===== config.mk =====
export PLATFORM = sky130hd
export DESIGN_NAME = alu_arbiter
export DESIGN_NICKNAME = d
export VERILOG_FILES = /design/src/rtl/alu_arbiter.sv
export SDC_FILE = /design/constraint.sdc
export NUM_CORES = 1
export LEC_CHECK = 0
export ABC_AREA = 1
export ABC_CLOCK_PERIOD_IN_PS = 1900
export CAP_MARGIN = 20
export CORE_AREA = 3 3 126 128
export CTS_CLUSTER_DIAMETER = 100
export CTS_CLUSTER_SIZE = 24
export DETAILED_ROUTE_END_ITERATION = 8
export DIE_AREA = 0 0 129 131
export DONT_BUFFER_PORTS = 1
export PLACE_DENSITY = 0.36
export SETUP_SLACK_MARGIN = 0.15
export SYNTH_ARGS = -nofsm -noshare
export SYNTH_HDL_FRONTEND = slang
export SYNTH_SLANG_ARGS = --single-unit

===== constraint.sdc =====
create_clock -name clk -period 1.9 [get_ports clk]
set_clock_uncertainty 0.2 [all_clocks]
set_input_delay 0.57 -clock clk [delete_from_list [all_inputs] [get_ports clk]]
set_output_delay 0.57 -clock clk [all_outputs]
set_load 0.1 [all_outputs]

===== src/rtl/alu_arbiter.sv =====
// Two-port arbiter sharing one combinational ALU, with a registered response slot per port.
// Optional feature: define ALU_ARB_RR_EN for round-robin tie-breaking (default is fixed priority, port 0 wins).
module alu_arbiter #(
  parameter int DATA_W = 32,
  parameter int OP_W   = 6
) (
  input  logic              clk,
  input  logic              rst,
  input  logic              req0_valid,
  output logic              req0_ready,
  input  logic [OP_W-1:0]   req0_op,
  input  logic [DATA_W-1:0] req0_a,
  input  logic [DATA_W-1:0] req0_b,
  input  logic              req1_valid,
  output logic              req1_ready,
  input  logic [OP_W-1:0]   req1_op,
  input  logic [DATA_W-1:0] req1_a,
  input  logic [DATA_W-1:0] req1_b,
  output logic              rsp0_valid,
  input  logic              rsp0_ready,
  output logic [DATA_W-1:0] rsp0_result,
  output logic [2:0]        rsp0_flags,
  output logic              rsp1_valid,
  input  logic              rsp1_ready,
  output logic [DATA_W-1:0] rsp1_result,
  output logic [2:0]        rsp1_flags,
  output logic [OP_W-1:0]   alu_op,
  output logic [DATA_W-1:0] alu_a,
  output logic [DATA_W-1:0] alu_b,
  input  logic [DATA_W-1:0] alu_result,
  input  logic              alu_carry,
  input  logic              alu_zero,
  input  logic              alu_sign
);

  logic              elig0_s;
  logic              elig1_s;
  logic              gnt0_s;
  logic              gnt1_s;
  logic              rsp0_valid_r;
  logic              rsp1_valid_r;
  logic [DATA_W-1:0] rsp0_result_r;
  logic [DATA_W-1:0] rsp1_result_r;
  logic [2:0]        rsp0_flags_r;
  logic [2:0]        rsp1_flags_r;
  logic [2:0]        alu_flags_s;

`ifdef ALU_ARB_RR_EN
  logic              last_r;
`endif

  assign alu_flags_s = {alu_carry, alu_zero, alu_sign};

  // Eligibility and grant; a full response slot may be freed by a same-cycle pop
  always_comb begin
    elig0_s = 1'b0;
    elig1_s = 1'b0;
    gnt0_s  = 1'b0;
    gnt1_s  = 1'b0;
    if (rst) begin
      elig0_s = 1'b0;
      elig1_s = 1'b0;
    end else begin
      elig0_s = req0_valid && (!rsp0_valid_r || rsp0_ready);
      elig1_s = req1_valid && (!rsp1_valid_r || rsp1_ready);
    end
    if (elig0_s && elig1_s) begin
`ifdef ALU_ARB_RR_EN
      gnt0_s = last_r;
      gnt1_s = !last_r;
`else
      gnt0_s = 1'b1;
      gnt1_s = 1'b0;
`endif
    end else begin
      gnt0_s = elig0_s;
      gnt1_s = elig1_s;
    end
  end

  assign req0_ready = gnt0_s;
  assign req1_ready = gnt1_s;

  // ALU operand mux; idle cycles present all-zero operands
  always_comb begin
    alu_op = {OP_W{1'b0}};
    alu_a  = {DATA_W{1'b0}};
    alu_b  = {DATA_W{1'b0}};
    case ({gnt1_s, gnt0_s})
      2'b01: begin
        alu_op = req0_op;
        alu_a  = req0_a;
        alu_b  = req0_b;
      end
      2'b10: begin
        alu_op = req1_op;
        alu_a  = req1_a;
        alu_b  = req1_b;
      end
      default: begin
        alu_op = {OP_W{1'b0}};
        alu_a  = {DATA_W{1'b0}};
        alu_b  = {DATA_W{1'b0}};
      end
    endcase
  end

  // Port 0 response slot
  always_ff @(posedge clk) begin
    if (rst) begin
      rsp0_valid_r  <= 1'b0;
      rsp0_result_r <= {DATA_W{1'b0}};
      rsp0_flags_r  <= 3'b000;
    end else if (gnt0_s) begin
      rsp0_valid_r  <= 1'b1;
      rsp0_result_r <= alu_result;
      rsp0_flags_r  <= alu_flags_s;
    end else if (rsp0_valid_r && rsp0_ready) begin
      rsp0_valid_r  <= 1'b0;
    end else begin
      rsp0_valid_r  <= rsp0_valid_r;
    end
  end

  // Port 1 response slot
  always_ff @(posedge clk) begin
    if (rst) begin
      rsp1_valid_r  <= 1'b0;
      rsp1_result_r <= {DATA_W{1'b0}};
      rsp1_flags_r  <= 3'b000;
    end else if (gnt1_s) begin
      rsp1_valid_r  <= 1'b1;
      rsp1_result_r <= alu_result;
      rsp1_flags_r  <= alu_flags_s;
    end else if (rsp1_valid_r && rsp1_ready) begin
      rsp1_valid_r  <= 1'b0;
    end else begin
      rsp1_valid_r  <= rsp1_valid_r;
    end
  end

`ifdef ALU_ARB_RR_EN
  // Most recently granted port; reset to 1 so port 0 wins the first tie
  always_ff @(posedge clk) begin
    if (rst) begin
      last_r <= 1'b1;
    end else if (gnt0_s) begin
      last_r <= 1'b0;
    end else if (gnt1_s) begin
      last_r <= 1'b1;
    end else begin
      last_r <= last_r;
    end
  end
`endif

  assign rsp0_valid  = rsp0_valid_r;
  assign rsp0_result = rsp0_result_r;
  assign rsp0_flags  = rsp0_flags_r;
  assign rsp1_valid  = rsp1_valid_r;
  assign rsp1_result = rsp1_result_r;
  assign rsp1_flags  = rsp1_flags_r;

endmodule


==> impl_metrics.ini, run 1 <==
[clock_tree]
hold_buffers = 0
root_buffer = clkbuf_16
clk_path_buf_depth = 2
clkLatencyLatePin_ns = 0.33
cts_tree = yes
clock-sinks = 72
h-tree-depth = 3
path_clk_slew_ns = 0.06
cts_made_buffers = 9

[outcome]
violations = setup timing
status = complete, but fails checks

[sta]
fin_crit_ns = 2.39
period_share_pct = 126
max_freq_ghz = 0.418
max_slew.worst_pin.slew_ns = 0.779
grt_setup_unrepaired = true
hold_violations = 0
whs_ns = 0.101
drv_slew = 0
max_slew_margin_pct = 48.1
fin_ws_ns = -0.495
setup_viol = 72

[floorplanning]
fp.dieH_um = 131
start_util_pct = 24.1
die_w_um = 129
fp.coreArea_um2 = 15000
dieArea_um2 = 16900
io_pins = 325
placementRows = 45

[yosys]
ys_ff_latch = 72
synthesis.area_um2 = 3610
synthesis.nets = 767
avgSynthCellArea_um2 = 6.16
synth_cells = 586
synth_cell_types = 14
ys_seq_area_share_pct = 39.9
yosys_warnings = 0

[global_routing]
grt.overflow.total = 0
antenna_found_initial = 0
grt_pass1_wl_um = 20600
grt_usage_pct = 15.4
grt_pass1_vias = 3834
grt_max_degree = 84

[placement]
numPortBuffers = 0
dp_hpwl_um = 10700
dp_slack_ns = -0.374
routabilityCongestion = 0.722

[worst_setup_path]
end_kind = output port
worstSetupPathType = register to output port
reg2reg_slack_ns = 0.30
worstPathRequired_ns = 1.13
cp.arrival_ns = 1.62
cp-start-kind = register
cp_max_fo = 8

[run]
maxCapViolCount = 0

[power_and_ir_drop]
peakVddDrop_v = 0.000425
leakage_uw = 0.00292
powerDensity_nw_per_um2 = 891

[routing]
ant_nets = 0
first_pass_iters = 4
drt_iter0_drc = 148
wirelength_um = 14400
drc = 0
vias_per_cell = 4.69
vias = 3993
wire_per_inst_um = 16.9

[min_path]
hold_class = primary input to register

[layout]
n_antenna_cell = 0
finish.net_count = 840
layout-drive-gt1-share_pct = 38.3
syn2layout_area_growth_pct = 88.7
==> synth_stat cells (all sizes together) <==
cell,number,share of area (%)
nand2,249,26
nor2,38,4.2
a21oi,37,5.1
inv,42,4.4
buf,31,4.6
clkbuf,12,1.2
dfxtp,72,40
o21ai,35,4.9
nand3,70,9.7
==> routing by layer <==
metal	vias up	track usage (%)	routed length (um)
met5	-	0	0
met4	0	3.52	111
met3	8	4.39	949
met2	164	28.0	7760
met1	1833	18.1	5580
li1	1988	-	-
==> where the power goes <==
part | leakage [uW] | internal, uW | switching [uW] | total, uW
registers | 0.000595 | 1620 | 47.5 | 1670
clock network | 0.000143 | 1020 | 634 | 1650
logic | 0.00218 | 582 | 2170 | 2750
==> flip-flops by register name (all words and copies together) (netlist names) <==
| signal | count |
|---|---|
| rsp0_result | 32 |
| rsp1_result | 32 |
| rsp0_flags | 3 |
| rsp1_flags | 3 |
| rsp0_valid | 1 |
| rsp1_valid | 1 |
==> through the flow <==
stage,util (%),instance area [um^2],setup TNS [ns],instances,total power (uW)
detailed placement,38.6,5780,-29.55,822,4290
global route,45.5,6810,-38.10,852,6310
floorplan,-,5000,-26.18,586,3960
CTS,42.8,6410,-31.98,846,6070
finish,45.5,6810,-31.05,852,6070
global placement,38.6,5780,-28.52,822,4270
==> final timing paths <==
| kind | startpoint | endpoint | cells after the start |
|---|---|---|---|
| worst max register to register | rsp0_valid | rsp1_result[0] | 7 |
| worst max-delay path | rsp1_valid | req1_ready | 9 |
| worst min register to register | rsp0_result[21] | rsp0_result[21] | 2 |
| worst min-delay path | rst | rsp1_valid | 1 |
==> worst max-delay path, stage by stage, from the launching register on <==
cell and delay [ns]:
dfxtp_4 0.34, inv_2 0.06, nor2_4 0.04, nor2_4 0.11, nand2_4 0.08, inv_8 0.08
buf_4 0.13, clkbuf_16 0.17, buf_4 0.13, buf_12 0.16
==> cells by family after synthesis <==
family | Yosys count | share of synthesized area (%)
simple gates | 357 | 39.9
buf+inv | 85 | 10.2
flops | 72 | 39.9
compound gates | 72 | 9.98
==> what timing repair did <==
item	in CTS	in global routing
resized for setup	52	79
pin swaps	16	28
cloned	4	1
buffers inserted	4	5
endpoints found under the setup margin	115	137
==> area by class of cell <==
type                    instances  area, um^2
fillers                      1486        8170
multi-input cells             429        3410
flip-flops and latches         72        1450
repair buffers                105        1220
well taps                     188         235
clock buffers                  11         233
inverters                      42         206
clock inverters                 5        57.6
==> cells in the final DEF, fill, tap and decap left out <==
master     instances
nand2_1          125
nand2_8           87
nand3_1           70
dfxtp_1           70
buf_4             53
a21oi_1           37
inv_1             36
o21ai_0           35
nor2_1            35
buf_6             31
nand2_4           19
nand2_2           18
buf_12            14
clkbuf_16         10
buf_16             6
nor2_4             3
inv_2              2
clkinv_4           2
clkbuf_1           2
clkinv_2           2
dfxtp_4            2
inv_12             1
clkinv_8           1
inv_16             1
inv_8              1
bufinv_16          1
Note: power is estimated with default switching activity, not from simulation.
==> inputs of run 2 (changes only) <==
- CAP_MARGIN: 20 -> not set
==> results of run 2 <==
Same layout as run 1: the final DEF is identical, and so are final timing and power.
